<file path="config.mk">
export PLATFORM = sky130hd
export DESIGN_NAME = lsu_ctrl
export DESIGN_NICKNAME = d
export VERILOG_FILES = /design/src/rtl/lsu_ctrl.sv
export SDC_FILE = /design/constraint.sdc
export NUM_CORES = 1
export LEC_CHECK = 0
export ABC_AREA = 1
export CORE_MARGIN = 8
export CORE_UTILIZATION = 30
export CTS_CLUSTER_DIAMETER = 30
export CTS_CLUSTER_SIZE = 40
export DETAILED_ROUTE_END_ITERATION = 12
export GPL_TIMING_DRIVEN = 1
export PLACE_DENSITY = 0.56
export RECOVER_POWER = 50
export SYNTH_ARGS = -nofsm -noshare
export SYNTH_HDL_FRONTEND = slang
export SYNTH_SLANG_ARGS = --single-unit
</file>
<file path="constraint.sdc">
create_clock -name clk_i -period 2.25 [get_ports clk_i]
set_input_delay 0.45 -clock clk_i [delete_from_list [all_inputs] [get_ports clk_i]]
set_output_delay 0.45 -clock clk_i [all_outputs]
set_load 0.02 [all_outputs]
</file>
<file path="src/rtl/lsu_ctrl.sv">
// ---------------------------------------------------------------------------
// lsu_ctrl
//
// Multi-cycle load/store sequencer between the core's decode/ALU stage and a
// data memory with a request/grant/response handshake. One RV32I load or
// store is accepted at a time. The access is turned into an aligned word
// request with byte enables and lane-replicated store data. Load data is
// sign- or zero-extended. The core is stalled until the access completes,
// is rejected as illegal, or times out.
//
// Ports
//   clk_i, rst_ni      clock, synchronous active-low reset
//   valid_i            core presents a load/store (held stable while stalled)
//   is_store_i         1 = store, 0 = load
//   funct3_i           [1:0] size (byte/half/word), [2] unsigned load
//   addr_i, wdata_i    byte address and store data from the core
//   stall_o            freeze PC / register file write
//   done_o, err_o      one-cycle completion pulse, qualified by error
//   rdata_o            extended load result, valid with done_o
//   mem_req_o ...      memory request side (addr, we, be, wdata)
//   mem_gnt_i          request accepted this cycle
//   mem_rvalid_i       read data valid (only honoured while waiting)
//   mem_rdata_i        read word
// ---------------------------------------------------------------------------
module lsu_ctrl #(
    parameter int unsigned TIMEOUT = 16
) (
    input  logic        clk_i,
    input  logic        rst_ni,
    input  logic        valid_i,
    input  logic        is_store_i,
    input  logic [2:0]  funct3_i,
    input  logic [31:0] addr_i,
    input  logic [31:0] wdata_i,
    output logic        stall_o,
    output logic        done_o,
    output logic        err_o,
    output logic [31:0] rdata_o,
    output logic        mem_req_o,
    output logic        mem_we_o,
    output logic [31:0] mem_addr_o,
    output logic [3:0]  mem_be_o,
    output logic [31:0] mem_wdata_o,
    input  logic        mem_gnt_i,
    input  logic        mem_rvalid_i,
    input  logic [31:0] mem_rdata_i
);

    localparam int unsigned CntW = $clog2(TIMEOUT);
    localparam logic [CntW-1:0] CntLast = CntW'(TIMEOUT - 1);

    typedef enum logic [1:0] {
        IDLE,
        REQ,
        WAIT,
        DONE
    } state_e;

    state_e          state_q;
    logic            isStore_q;
    logic [1:0]      size_q;
    logic            unsigned_q;
    logic [1:0]      offset_q;
    logic [CntW-1:0] cnt_q;
    logic            memReq_q;
    logic            memWe_q;
    logic [31:0]     memAddr_q;
    logic [3:0]      memBe_q;
    logic [31:0]     memWdata_q;
    logic            done_q;
    logic            err_q;
    logic [31:0]     rdata_q;

    logic            illegal_d;
    logic [3:0]      memBe_d;
    logic [31:0]     memWdata_d;
    logic [31:0]     shifted_d;
    logic [31:0]     loadExt_d;

    // Decode the incoming request: legality, byte enables and the store data
    // replicated onto every lane the access could touch.
    always_comb begin
        illegal_d  = 1'b0;
        memBe_d    = 4'b1111;
        memWdata_d = wdata_i;

        if (funct3_i[1:0] == 2'd3) begin
            illegal_d = 1'b1;
        end
        if ((funct3_i[1:0] == 2'd1) && addr_i[0]) begin
            illegal_d = 1'b1;
        end
        if ((funct3_i[1:0] == 2'd2) && (addr_i[1:0] != 2'd0)) begin
            illegal_d = 1'b1;
        end
        if (is_store_i && funct3_i[2]) begin
            illegal_d = 1'b1;
        end
        // funct3=6 would be an RV64 lwu, which has no meaning on RV32I.
        if (!is_store_i && (funct3_i == 3'b110)) begin
            illegal_d = 1'b1;
        end

        case (funct3_i[1:0])
            2'd0: begin
                memBe_d    = 4'b0001 << addr_i[1:0];
                memWdata_d = {4{wdata_i[7:0]}};
            end
            2'd1: begin
                memBe_d    = 4'b0011 << addr_i[1:0];
                memWdata_d = {2{wdata_i[15:0]}};
            end
            default: begin
                memBe_d    = 4'b1111;
                memWdata_d = wdata_i;
            end
        endcase
    end

    // Align the returned word so the addressed byte sits in lane 0, then
    // extend according to the latched size and signedness.
    always_comb begin
        shifted_d = mem_rdata_i >> {offset_q, 3'b000};
        loadExt_d = shifted_d;
        case (size_q)
            2'd0: loadExt_d = unsigned_q ? {24'd0, shifted_d[7:0]}
                                         : {{24{shifted_d[7]}}, shifted_d[7:0]};
            2'd1: loadExt_d = unsigned_q ? {16'd0, shifted_d[15:0]}
                                         : {{16{shifted_d[15]}}, shifted_d[15:0]};
            default: loadExt_d = shifted_d;
        endcase
    end

    // Sequencer. Every output except stall is a register so the memory and
    // the core see glitch-free signals. The timeout counter only advances
    // while a request or a response is outstanding and saturates at its last
    // value, where the access is abandoned unless it completes that cycle.
    // A load granted in the final counted cycle is still abandoned, because
    // its data could only arrive after the time budget has run out.
    always_ff @(posedge clk_i) begin
        if (!rst_ni) begin
            state_q    <= IDLE;
            isStore_q  <= 1'b0;
            size_q     <= 2'd0;
            unsigned_q <= 1'b0;
            offset_q   <= 2'd0;
            cnt_q      <= '0;
            memReq_q   <= 1'b0;
            memWe_q    <= 1'b0;
            memAddr_q  <= 32'd0;
            memBe_q    <= 4'd0;
            memWdata_q <= 32'd0;
            done_q     <= 1'b0;
            err_q      <= 1'b0;
            rdata_q    <= 32'd0;
        end else begin
            done_q <= 1'b0;
            err_q  <= 1'b0;
            case (state_q)
                IDLE: begin
                    if (valid_i) begin
                        isStore_q  <= is_store_i;
                        size_q     <= funct3_i[1:0];
                        unsigned_q <= funct3_i[2];
                        offset_q   <= addr_i[1:0];
                        memWe_q    <= is_store_i;
                        memAddr_q  <= {addr_i[31:2], 2'b00};
                        memBe_q    <= memBe_d;
                        memWdata_q <= memWdata_d;
                        if (illegal_d) begin
                            state_q <= DONE;
                            done_q  <= 1'b1;
                            err_q   <= 1'b1;
                            rdata_q <= 32'd0;
                        end else begin
                            state_q  <= REQ;
                            memReq_q <= 1'b1;
                            cnt_q    <= '0;
                        end
                    end
                end
                REQ: begin
                    if (mem_gnt_i && isStore_q) begin
                        state_q  <= DONE;
                        memReq_q <= 1'b0;
                        done_q   <= 1'b1;
                        rdata_q  <= 32'd0;
                    end else if (cnt_q == CntLast) begin
                        state_q  <= DONE;
                        memReq_q <= 1'b0;
                        done_q   <= 1'b1;
                        err_q    <= 1'b1;
                        rdata_q  <= 32'd0;
                    end else begin
                        cnt_q <= cnt_q + 1'b1;
                        if (mem_gnt_i) begin
                            state_q  <= WAIT;
                            memReq_q <= 1'b0;
                        end
                    end
                end
                WAIT: begin
                    if (mem_rvalid_i) begin
                        state_q <= DONE;
                        done_q  <= 1'b1;
                        rdata_q <= loadExt_d;
                    end else if (cnt_q == CntLast) begin
                        state_q <= DONE;
                        done_q  <= 1'b1;
                        err_q   <= 1'b1;
                        rdata_q <= 32'd0;
                    end else begin
                        cnt_q <= cnt_q + 1'b1;
                    end
                end
                DONE: begin
                    state_q <= IDLE;
                end
                default: begin
                    state_q <= IDLE;
                end
            endcase
        end
    end

    // Stall is combinational so the core freezes in the very cycle it
    // presents an access. It drops in DONE so the core advances on the edge
    // that ends the access, and it is held low while reset is asserted.
    assign stall_o = rst_ni & (((state_q == IDLE) & valid_i) |
                               (state_q == REQ) | (state_q == WAIT));

    assign done_o      = done_q;
    assign err_o       = err_q;
    assign rdata_o     = rdata_q;
    assign mem_req_o   = memReq_q;
    assign mem_we_o    = memWe_q;
    assign mem_addr_o  = memAddr_q;
    assign mem_be_o    = memBe_q;
    assign mem_wdata_o = memWdata_q;

endmodule

</file>
# Word-level counts from Yosys, hierarchy flattened
# Cells that the tools add are included.
[totals]
reg_bits = 113
latchBits = 0
ram_bits = 0
rom_bits = 0
out_inout_bits = 105
elab_cells = 99
mem_count = 0
[classes]
add_sub_neg = 1
mul = 0
div_mod_pow = 0
order_cmp = 0
eq_ne = 16
n_shift = 3
muxes = 45
bitwise = 4
n_reduce_logical = 17
[ops]
columns = ["op", "n"]
rows = [
  ["$mux W32", 7],
  ["$pmux W32 S2", 2],
  ["$pmux W32 S3", 1],
  ["$shr A32 B5 Y32", 1],
  ["$mux W4", 5],
  ["$mux W1", 17],
  ["$mux W2", 7],
  ["$pmux W4 S3", 1],
  ["$ne A2 B2 Y1 const B", 5],
  ["$eq A2 B2 Y1 const B", 4],
  ["$pmux W2 S4", 1],
  ["$pmux W4 S2", 1],
  ["$eq A2 B1 Y1 const B", 3],
  ["$logic_not A2 Y1", 3],
  ["$pmux W1 S3", 2],
  ["$reduce_and A3 Y1", 2],
  ["$logic_and A1 B1 Y1", 5],
  ["$reduce_and A5 Y1", 1],
  ["$add A4 B1 Y4 const B", 1],
  ["$eq A4 B4 Y1 const B", 1],
  ["$ne A4 B4 Y1 const B", 1],
  ["$reduce_and A4 Y1", 1],
  ["$reduce_bool A2 Y1", 2],
  ["$shl A1 B2 Y4 const A", 1],
  ["9 further kinds", 11],
]

# Logic depth before layout (Yosys ltp)
[depth]
depth_word = 9
mapped_depth = 12

# Worst setup path before layout
# Ideal clock, no wire load.
[synth_path]
kind = "register -> output"
start = "register state_q[0]"
end = "output port stall_o"
arrival_time_ns = 1.553
slack_ns = 0.247
stages_incl_launch_ff = 7
n_path_buf = 2
cell_sequence = "dfxtp_1 inv_1 ha_1 nand2_1 buf_2 buf_1 a31oi_1"
[synth_via]
elab_chain_len = 5
elab_cells_between_ends = 7
[synth_rtl]
columns = ["element", "line_no", "rtl"]
rows = [
  ["start, declared", "59", "state_e state_q;"],
  ["start signal, assigned", "142", "state_q <= IDLE;"],
  ["start signal, assigned", "171", "state_q <= DONE;"],
  ["start signal, assigned", "176", "state_q <= REQ;"],
  ["$logic_not A2 Y1", "229", "assign stall_o = rst_ni & (((state_q == IDLE) & valid_i) |"],
  ["$and A1 B1 Y1", "229", ""],
  ["$or A1 B1 Y1", "229", ""],
  ["$or A1 B1 Y1 (*)", "230", "(state_q == REQ) | (state_q == WAIT));"],
  ["$and A1 B1 Y1 (*)", "229", ""],
  ["end, declared", "35", "output logic stall_o,"],
]
# Mark *: on every way between the ends. The rest lies on a longest branch, timed or not.

==> impl_metrics.toml <==
[status]
outcome = "complete, but fails checks"
violations = "max-capacitance violations, max-slew violations"

[sta]
tightest_slew_ns = 1.62
grt_setup_unrepaired = "no"
slew_viol_final = 69
setup_viol = 0
hold_violations = 0
clock_skew_ns = 0.00813
relSlewSlack_pct = -8.15
timing.fmax_mhz = 488
finalCritPeriodShare_pct = 91.0
setup-tns-final_ns = 0
finalCriticalPeriod_ns = 2.05

[final_layout]
final_cell_mix = "219 x nand2_1, 175 x clkdlybuf4s50_1, 113 x dfxtp_1"
layout.cells.non_filler = 1235
final_util_pct = 46.5
n_antenna_cell = 0
fillerInstances = 1842
syn_to_final_growth_pct = 51.8
fin_nets = 1105
drive_above_1_share_pct = 8.55
final_common_cell = "nand2_1"

[synth]
avgSynthCellArea_um2 = 6.91
yosysWarnings = 0
ys_ff_latch = 113
synth_edf_count = 0
synth_ff_type = "dfxtp_1"
yosysSeqAreaShare_pct = 41.1
synthesis.area_mm2 = 0.00550
yosysUniqueCellTypes = 41
async_reset_ff_share_pct = 0
synth_cells = 796

[setup_path]
worstSetupEndpointType = "register"
critPathMaxStageDelay_ns = 0.82
crit_slowest_cell = "clkbuf_2"
cp_cell_sequence = "clkdlybuf4s50_1 -> inv_2 -> clkbuf_2 -> a31oi_1 -> o21a_1"
r2r_setup_slack_ns = 0.23
cp-start-kind = "input pin"
r2r_end = "cnt_q[0]"
crit_arrival_ns = 2.40
critPathMaxFanout = 68
crit_type = "in2reg"
critPathTopFamily = "buffers and inverters"
worst-r2r-cell-count = 8
cp.required_ns = 2.61
path_buf_inv = 3
regToRegStartpoint = "state_q[0]"

[drt]
firstDrtPassIters = 5
drc_errors = 0
via_per_inst = 4.71
wirelength_mm = 19.8
ant_nets = 0
wl_per_cell_um = 16.0
num_vias = 5820
drtIter0Drc = 296

[cts]
path_clk_slew_ns = 0.06
cts_tree = "done"
cts_buffers = 17
clock_sinks = 113
clk_path_buf_depth = 2
insertion_delay_ns = 0.42
cts_setup_buffers = 0
hold_buffers = 0
htreeDepth = 4
clockRootBuffer = "clkbuf_16"

[global_route]
grt_pass1_wl_mm = 30.5
grt_pass1_vias = 5628
overflow = 0
globalRouteTotalUtil_pct = 17.2
antenna_found_initial = 1
grt_max_degree = 69

[min_path]
min_path_type = "reg2reg"
whs_endpoint = "rdata_o[9]"
hold_depth = 2
worstHoldStart = "rdata_o[9]"

[power_and_ir_drop]
power_frac_comb_pct = 43.4
p_leak_uw = 0.00346
seqPwrFrac_pct = 27.9
p_sw_share_pct = 39.6
peakVddDrop_mv = 0.635
power.density_mw_per_mm2 = 1130
power.clock.fraction_pct = 28.8
p_sw_uw = 3750
p_int_uw = 5710

[die]
die_y_um = 151
start_util_pct = 30.6
core_mm2 = 0.0180
ios = 210
die-area_mm2 = 0.0229
die_w_um = 151
placementRows = 49

[placed_design]
place_hpwl_mm = 14.7
gp_congestion = 0.840
io_buffers = 207
dpl.cell_count = 1204

[flow_run]
cap_viol_max_count = 1
[synth_stat cells, types with 6 or more instances]
master | count | area share (%)
a22oi_1 | 8 | 1.1
o221ai_1 | 8 | 1.3
a21oi_1 | 76 | 6.9
nor2_1 | 92 | 6.3
nand3_1 | 44 | 4.0
clkbuf_1 | 18 | 1.2
nand2_2 | 6 | 0.68
inv_1 | 42 | 2.9
o21ai_0 | 76 | 6.9
buf_2 | 19 | 1.7
nand2_1 | 220 | 15
ha_1 | 6 | 1.4
dfxtp_1 | 113 | 41
nand4_1 | 14 | 1.6
[per-layer routing]
layer / global-route usage [%] / vias up / part of all wire [%]
li1: - / 3007 / -
met1: 20.5 / 2593 / 43
met2: 26.2 / 200 / 44
met3: 9.14 / 18 / 12
met4: 4.95 / 2 / 0.92
met5: 0 / - / 0.046
[through the flow]
stage	total power, uW	hold WS (ns)	instance area, um2	worst slack (ns)
2_1_floorplan	5250	0.463	5510	0.247
3_3_place_gp	6920	0.446	7790	0.0336
3_5_place_dp	6910	0.452	7790	0.0127
4_1_cts	9680	0.459	8380	0.0583
5_1_grt	10100	0.476	8350	0.0446
6_report	9460	0.456	8350	0.203
[layout make-up]
cell class	instances	area (um2)	share of cell area, %
timing repair buffer	231	2270	27.2
sequential	113	2260	27.1
inverter	49	194	2.32
tap	229	287	3.43
multi-input combinational	582	2740	32.9
clock buffer	17	425	5.09
clock inverter	14	168	2.01
[worst max-delay path by stage]
stage | depth (start not counted) | startpoint | endpoint | slack [ns]
after detailed placement | 4 | valid_i | stall_o | 0.01
after global placement | 4 | valid_i | stall_o | 0.03
after floorplan | 6 | state_q[0] | stall_o | 0.25
final | 5 | rst_ni | mem_req_o | 0.20
after global routing | 8 | state_q[0] | cnt_q[0] | 0.04
after CTS | 5 | state_q[1] | stall_o | 0.06
[cells by family (layout without fill, tap and decap cells)]
logic type                 after synthesis  in the layout  synth area share, %
and+or+nand+nor                        388            388                 29.8
AOI/OAI and AO/OA                      184            184                 18.2
DFF                                    113            113                 41.1
buffers and inverters                  102            311                 9.12
adders and majority gates                6              6                 1.36
xor gates and xnor gates                 2              2                0.318
other                                    1              2               0.0682
[repair_timing]
action                     in CTS  in global routing
gates resized for setup         1                  3
hold endpoints to repair        0                  0
setup endpoints to repair       1                  1
gates cloned                    0                  0
[power by group through the flow]
stage | combinational, uW | clock [uW] | sequential, uW
3_5_place_dp | 4230 | 0 | 2680
3_3_place_gp | 4240 | 0 | 2670
5_1_grt | 4540 | 2880 | 2690
2_1_floorplan | 2160 | 0 | 3090
6_report | 4100 | 2720 | 2640
4_1_cts | 4240 | 2790 | 2650
[worst reg2reg max path, cell delays in order (launching register included)]
cell	delay [ns]
dfxtp_1	0.38
inv_1	0.10
ha_1	0.36
inv_1	0.22
nor2_1	0.09
nor3_2	0.34
nand2_1	0.18
nand2_1	0.10
a21oi_1	0.06
[registers in the layout, indices dropped and copies added (netlist names), 2 cells and up]
signal       count
cnt_q            4
mem_addr_o      30
mem_be_o         4
mem_wdata_o     32
offset_q         2
rdata_o         32
size_q           2
state_q          2
Power figures use the tool's default switching activity.
